$ cat config.mk
export PLATFORM = sky130hd
export DESIGN_NAME = mux_pipe_stage
export DESIGN_NICKNAME = d
export VERILOG_FILES = /design/src/rtl/mux_pipe_stage.sv
export SDC_FILE = /design/constraint.sdc
export NUM_CORES = 1
export LEC_CHECK = 0
export CAP_MARGIN = 20
export CORE_UTILIZATION = 35
export CTS_BUF_LIST = sky130_fd_sc_hd__clkbuf_8
export DETAILED_ROUTE_END_ITERATION = 10
export GPL_TIMING_DRIVEN = 0
export PLACE_DENSITY = 0.8
export SLEW_MARGIN = 20
export SYNTH_ARGS = -nofsm -noshare
export SYNTH_HDL_FRONTEND = slang
export SYNTH_SLANG_ARGS = --single-unit
$ cat constraint.sdc
create_clock -name clk -period 3.81 [get_ports clk]
set_clock_uncertainty 0.1 [all_clocks]
set_input_delay 0.762 -clock clk [delete_from_list [all_inputs] [get_ports clk]]
set_output_delay 0.762 -clock clk [all_outputs]
set_load 0.01 [all_outputs]
$ cat src/rtl/mux_pipe_stage.sv
// Registered N:1 selector with a 2-entry skid buffer and valid/ready handshakes on both sides.
// Optional macro MUX_PIPE_STAGE_ERR_CNT_EN adds a saturating out-of-range-select counter (err_cnt).
module mux_pipe_stage #(
    parameter int WIDTH  = 32,
    parameter int NUM_IN = 4,
    parameter int SEL_W  = 2
) (
    input  logic                    clk,
    input  logic                    reset,
    input  logic [NUM_IN*WIDTH-1:0] in_data,
    input  logic [SEL_W-1:0]        sel,
    input  logic                    in_valid,
    output logic                    in_ready,
    output logic [WIDTH-1:0]        out_data,
    output logic                    out_err,
    output logic                    out_valid,
    input  logic                    out_ready
`ifdef MUX_PIPE_STAGE_ERR_CNT_EN
    ,
    output logic [7:0]              err_cnt
`endif
);

    // Handshake: a beat moves on a clk edge where valid && ready are both high.
    // The producer holds its beat stable until it moves; ready never depends
    // combinationally on the opposite side's valid or ready.
    typedef enum logic [1:0] {
        ST_EMPTY = 2'd0,
        ST_ONE   = 2'd1,
        ST_FULL  = 2'd2
    } state_e;

    state_e             state_q, state_d;
    logic [WIDTH-1:0]   head_data_q, head_data_d;
    logic               head_err_q, head_err_d;
    logic [WIDTH-1:0]   skid_data_q, skid_data_d;
    logic               skid_err_q, skid_err_d;
    logic               in_ready_q, in_ready_d;

    logic [SEL_W:0]     sel_ext;
    logic               sel_oor;
    logic [WIDTH-1:0]   cap_data;
    logic               accept;
    logic               consume;

    // One extra index bit so out-of-range detection cannot wrap.
    assign sel_ext = {1'b0, sel};
    assign sel_oor = (sel_ext >= (SEL_W+1)'(NUM_IN));

    always_comb begin
        cap_data = '0;
        for (int k = 0; k < NUM_IN; k++) begin
            if (sel_ext == (SEL_W+1)'(k)) begin
                cap_data = in_data[k*WIDTH +: WIDTH];
            end
        end
    end

    assign accept    = in_valid && in_ready_q;
    assign consume   = (state_q != ST_EMPTY) && out_ready;

    assign in_ready  = in_ready_q;
    assign out_valid = (state_q != ST_EMPTY);
    assign out_data  = head_data_q;
    assign out_err   = head_err_q;

    always_comb begin
        state_d     = state_q;
        head_data_d = head_data_q;
        head_err_d  = head_err_q;
        skid_data_d = skid_data_q;
        skid_err_d  = skid_err_q;
        case (state_q)
            ST_EMPTY: begin
                if (accept) begin
                    head_data_d = cap_data;
                    head_err_d  = sel_oor;
                    state_d     = ST_ONE;
                end
            end
            ST_ONE: begin
                if (accept && consume) begin
                    head_data_d = cap_data;
                    head_err_d  = sel_oor;
                end else if (accept) begin
                    skid_data_d = cap_data;
                    skid_err_d  = sel_oor;
                    state_d     = ST_FULL;
                end else if (consume) begin
                    state_d     = ST_EMPTY;
                end
            end
            ST_FULL: begin
                if (consume) begin
                    head_data_d = skid_data_q;
                    head_err_d  = skid_err_q;
                    skid_data_d = '0;
                    skid_err_d  = 1'b0;
                    state_d     = ST_ONE;
                end
            end
            default: state_d = ST_EMPTY;
        endcase
        in_ready_d = (state_d != ST_FULL);
    end

    always_ff @(posedge clk) begin
        if (reset) begin
            state_q     <= ST_EMPTY;
            head_data_q <= '0;
            head_err_q  <= 1'b0;
            skid_data_q <= '0;
            skid_err_q  <= 1'b0;
            in_ready_q  <= 1'b1;
        end else begin
            state_q     <= state_d;
            head_data_q <= head_data_d;
            head_err_q  <= head_err_d;
            skid_data_q <= skid_data_d;
            skid_err_q  <= skid_err_d;
            in_ready_q  <= in_ready_d;
        end
    end

`ifdef MUX_PIPE_STAGE_ERR_CNT_EN
    logic [7:0] err_cnt_q, err_cnt_d;

    always_comb begin
        err_cnt_d = err_cnt_q;
        if (accept && sel_oor && (err_cnt_q != 8'hFF)) begin
            err_cnt_d = err_cnt_q + 8'd1;
        end
    end

    always_ff @(posedge clk) begin
        if (reset) begin
            err_cnt_q <= 8'd0;
        end else begin
            err_cnt_q <= err_cnt_d;
        end
    end

    assign err_cnt = err_cnt_q;
`endif

endmodule
==> metrics.cfg, run 1 <==
[route]
drc_errors = 0
post_drt_wl_per_cell_um = 17.48
vias = 3592
drt_iter0_markers = 163
dr.pass1.iters = 4
vias_per_cell = 5.369
ant_nets = 0
drt-total-wl_um = 11700

[final_layout]
drive_gt1_share_pct = 14.63
syn_to_final_growth_pct = 55.83
layout_common_cells = clkdlybuf4s50_1, dfxtp_1, mux2i_1
fin_cells = 669
antenna_cells = 0
fill_cells = 923
nets = 662
final_common_cell = clkdlybuf4s50_1

[sta]
max_freq_mhz = 407.7
period_share_pct = 64.38
worst_slew_pin_slew_ps = 565.4
maxSlewHeadroom_pct = 62.31
finalHoldViolCount = 0
setup_viol = 0
rsz0062_at_grt = false
drv_slew = 0
finalSetupTns_ps = 0
fin_ws_ps = 1357
fin_crit_ps = 2453

[clocking]
cts_htree_levels = 3
cts_buffer_depth = 2
clk_latency_ps = 350
cts_tree = built
clkSlewWorstSetupHoldPaths_ps = 80
cts_hold_buf = 0
post_cts_buffers = 0
clock_sinks = 67
cts.repair.resized = 0
root_buffer = clkbuf_8
numCtsBuffers = 9

[logic_synthesis]
synth_top_cells_by_area = dfxtp_1, mux2i_1, o22ai_2
ys_seq_area_share_pct = 36.45
ys_seq_elements = 67
syn_area_mm2 = 0.003680
synth_nets = 485
synth_area_per_cell_um2 = 10.48
yosysTopAreaCellShare_pct = 36.45
ys_types = 29
yosysWarnings = 0
syn_inst = 351
synth_top_area_cell = dfxtp_1

[global_route]
grt_max_degree = 14
first_global_vias = 3665
grt_pass1_wl_um = 18440
grt_overflow_total = 0
track_usage_pct = 21.40
antenna_found_initial = 0

[power_and_ir_drop]
p_per_area_mw_per_mm2 = 343.6
finalPower_mw = 1.971
power_leakage_nw = 2.370
vdd_ir_drop_max_mv = 0.2108

[setup_path]
worstSetupStartpointType = primary input
critical_path.max_fanout = 10
cp_cell_sequence = clkdlybuf4s50_1 > nand2_1 > nor2_2 > clkbuf_1 > a21oi_1 > o221a_1
end_kind = flop
critPathArrivalTime_ps = 2590
crit_slowest_cell = clkdlybuf4s50_1
slowest_delay_ps = 510
worstSetupPathType = primary input to flop
required_ps = 3940

[floorplanning]
core_area_mm2 = 0.01028
ios = 169
dieHeight_um = 104.5
die-area_mm2 = 0.01093
start_util_pct = 35.80
dieWidth_um = 104.5
rows = 37

[run_status]
status = finished clean

[placed_design]
dp_hpwl_um = 8566
gp_congestion = 0.7773
dp_cells = 653
dp_slack_ps = 1060
port_buffers = 166

[job]
max-cap-violations = 0

[worst_hold_path]
min_path_type = flop to flop

[where the power goes]
| part | leakage (nW) | switching (mW) | total [mW] | internal, mW |
|---|---|---|---|---|
| logic | 1.71 | 0.223 | 0.532 | 0.309 |
| registers | 0.549 | 0.0279 | 0.776 | 0.748 |
| clock network | 0.110 | 0.290 | 0.663 | 0.373 |
[routing by layer]
| layer | global-route usage, % | vias up | part of all wire [%] |
|---|---|---|---|
| li1 | - | 1704 | - |
| met1 | 24.91 | 1723 | 42 |
| met2 | 36.90 | 153 | 49 |
| met3 | 7.424 | 12 | 8.4 |
| met4 | 6.122 | 0 | 1.3 |
| met5 | 0 | - | 0 |
[per-stage QoR]
step,instance area [um2],hold WS [ps],util [%]
floorplan,3680,343.0,-
global placement,5512,358.2,53.63
detailed placement,5512,357.6,53.63
CTS,5734,381.1,55.79
global route,5734,397.0,55.79
finish,5734,380.9,55.79
[sequential cells by signal, indices dropped and copies added (netlist names)]
name	count
state_q	2
in_ready	1
out_data	32
skid_data_q	32
[Yosys cell counts, drive strengths merged]
master  instances
o22ai          32
o221a          32
nand2           1
and2            1
or3             1
or2             2
a21oi          35
conb            1
nor3            1
clkbuf         14
nor2           35
o21ai           1
buf            24
o31ai           1
inv             1
dfxtp          67
a21bo           1
and2b           1
mux2i          64
o21bai          1
nand2b          2
a22o           32
nand3b          1
[worst max-delay path: cells and delay by family]
kind	cells	cell delay, ps
buffers and inverters	2	970
and+or+nand+nor	2	450
AOI/OAI and AO/OA	2	400
[worst paths after layout]
kind	from	end	slack (ps)	cells after the start
setup reg to reg	in_ready	out_data[19]	1930	5
setup / recovery	in_valid	out_data[19]	1360	6
hold reg to reg	skid_data_q[2]	skid_data_q[2]	380	1
hold / removal	skid_data_q[2]	skid_data_q[2]	380	1
[cell type report]
type | instances | area (um2) | share of cell area, %
Multi-Input combinational cell | 245 | 2103 | 36.68
Timing Repair Buffer | 166 | 1662 | 28.98
Sequential cell | 67 | 1341 | 23.39
Buffer | 38 | 231.5 | 4.037
Tap cell | 136 | 170.2 | 2.967
Clock buffer | 9 | 123.9 | 2.160
Clock inverter | 7 | 98.84 | 1.724
Inverter | 1 | 3.754 | 0.06546
[kinds of logic after synthesis]
kind of cell / after synthesis / share of synthesized area [%]
other cells: 1 / 0.1019
flops: 67 / 36.45
buf+inv: 39 / 6.392
compound gates: 135 / 33.90
mux: 64 / 17.41
simple gates: 45 / 5.747
No activity file was read; power rests on OpenSTA's default activity.
==> inputs of run 2 (changes only) <==
PLACE_DENSITY = 0.82   (was 0.8)
clock period = 2.1 ns   (was 3.81 ns; I/O delays follow)
==> metrics.cfg, run 2 (synthesis gave the netlist of run 1 again) <==
[setup_path]
path_buf_inv = 1
crit_family = buffers and inverters
critical_path.max_fanout = 6
worstSetupStartpointType = flop
slowest_delay_ps = 500
required_ps = 1580
worstSetupPathType = flop to primary output
critPathArrivalTime_ps = 1500
crit_slowest_cell = clkdlybuf4s50_1
end_kind = primary output
cp_cell_sequence = or2_2 > clkdlybuf4s50_1

[clocking]
clkSlewWorstSetupHoldPaths_ps = 70
cts_buffer_depth = 2
root_buffer = clkbuf_8
cts_tree = built
numCtsBuffers = 9
cts_htree_levels = 3
clk_latency_ps = 350
cts_hold_buf = 0
clock_sinks = 67
post_cts_buffers = 0

[global_route]
grt_max_degree = 12
track_usage_pct = 21.53
grt_overflow_total = 0
grt_pass1_wl_um = 18510
antenna_found_initial = 0
first_global_vias = 3683

[floorplanning]
dieWidth_um = 104.5
core_area_mm2 = 0.01028
rows = 37
dieHeight_um = 104.5
ios = 169
start_util_pct = 35.80
die-area_mm2 = 0.01093

[power_and_ir_drop]
p_switching_mw = 0.9479
combPwrFrac_pct = 27.4
clockPowerShare_pct = 32.7
p_sw_share_pct = 26.90
vdd_ir_drop_max_mv = 0.3373
power_leakage_nw = 2.389
seqPwrFrac_pct = 39.9
p_per_area_mw_per_mm2 = 615.4
p_int_mw = 2.576

[sta]
finalHoldViolCount = 0
rsz0062_at_grt = false
fin_ws_ps = 81.17
period_share_pct = 96.13
finalSetupTns_ps = 0
fin_crit_ps = 2019
maxSlewHeadroom_pct = 65.22
max_freq_mhz = 495.3
worst_slew_pin_slew_ps = 521.7
setup_viol = 0
drv_slew = 0

[final_layout]
syn_to_final_growth_pct = 55.63
layout_common_cells = clkdlybuf4s50_1, dfxtp_1, mux2i_1
final_common_cell = clkdlybuf4s50_1
fill_cells = 940
nets = 662
post-route-util_pct = 55.72
drive_gt1_share_pct = 15.57
antenna_cells = 0
design_area_mm2 = 0.005727

[placed_design]
dp_hpwl_um = 8765
gp_congestion = 0.7881
port_buffers = 166
dp_slack_ps = -316.9
placed_cell_area_mm2 = 0.005512

[route]
dr.pass1.iters = 4
vias_per_cell = 5.338
drt-total-wl_um = 11820
ant_nets = 0
drc_errors = 0
vias = 3571
post_drt_wl_per_cell_um = 17.67
drt_iter0_markers = 124

[worst_hold_path]
min_path_type = flop to flop

[run_status]
status = finished clean

[job]
max-cap-violations = 0

## run 2: cell types whose count changed in the layout (fill, tap and decap cells not counted)
cell / change
inv_1: +1
clkinv_2: +3
clkbuf_1: -5
dfxtp_1: -1
inv_6: -2
clkinv_4: -1
clkbuf_2: +5
clkinvlp_4: -1
dfxtp_2: +1
## run 2: layout make-up
| class | instances | area [um2] | share of cell area, % |
|---|---|---|---|
| multi-input cells | 245 | 2103 | 36.73 |
| inverters | 1 | 3.754 | 0.06555 |
| repair buffers | 166 | 1662 | 29.01 |
| well taps | 136 | 170.2 | 2.971 |
| clock inverters | 7 | 83.83 | 1.464 |
| flip-flops and latches | 67 | 1343 | 23.44 |
| clock buffers | 9 | 123.9 | 2.163 |
| plain buffers | 38 | 237.7 | 4.151 |
## run 2: worst paths after layout
path                            cells after the start  slack (ps)            start               to
worst max-delay path                                2          80       state_q[1]        out_valid
worst min-delay path                                1         380  skid_data_q[29]  skid_data_q[29]
worst max register to register                      5         380       state_q[0]     out_data[16]
worst min register to register                      1         380  skid_data_q[29]  skid_data_q[29]
## run 2: timing repair
action | 4_1_cts | 5_1_grt
hold endpoints to repair | 0 | 0
gates resized for setup | 0 | 11
endpoints found under the setup margin | 0 | 44
## run 2: power by group through the flow
stage                     combinational, mW  clock (mW)  sequential [mW]
final                                 0.965        1.15             1.41
after floorplan                       0.441           0             1.46
after CTS                             0.969        1.16             1.41
after global routing                   1.03        1.23             1.42
after global placement                0.945           0             1.43
after detailed placement              0.964           0             1.43
## run 2: through the flow
step	std cells	total power, mW	hold WS (ps)
final	669	3.524	383.5
after global routing	669	3.672	392.3
after CTS	669	3.540	379.8
after detailed placement	653	2.398	357.6
after global placement	653	2.375	359.2
after floorplan	351	1.897	343.0
## run 2: per-layer routing
metal | part of all wire (%) | track usage (%) | wire length [um] | up-vias
met5 | 0 | 0 | 0 | -
met4 | 1.1 | 6.429 | 128 | 0
met3 | 7.1 | 6.176 | 843 | 11
met2 | 50 | 37.80 | 5939 | 146
met1 | 42 | 25.22 | 4908 | 1705
li1 | - | - | - | 1709
==> inputs of run 3 (changes only) <==
GPL_ROUTABILITY_DRIVEN = 1   (was default)
==> results of run 3 <==
The final DEF is identical to that of run 2; final timing and power are the same.
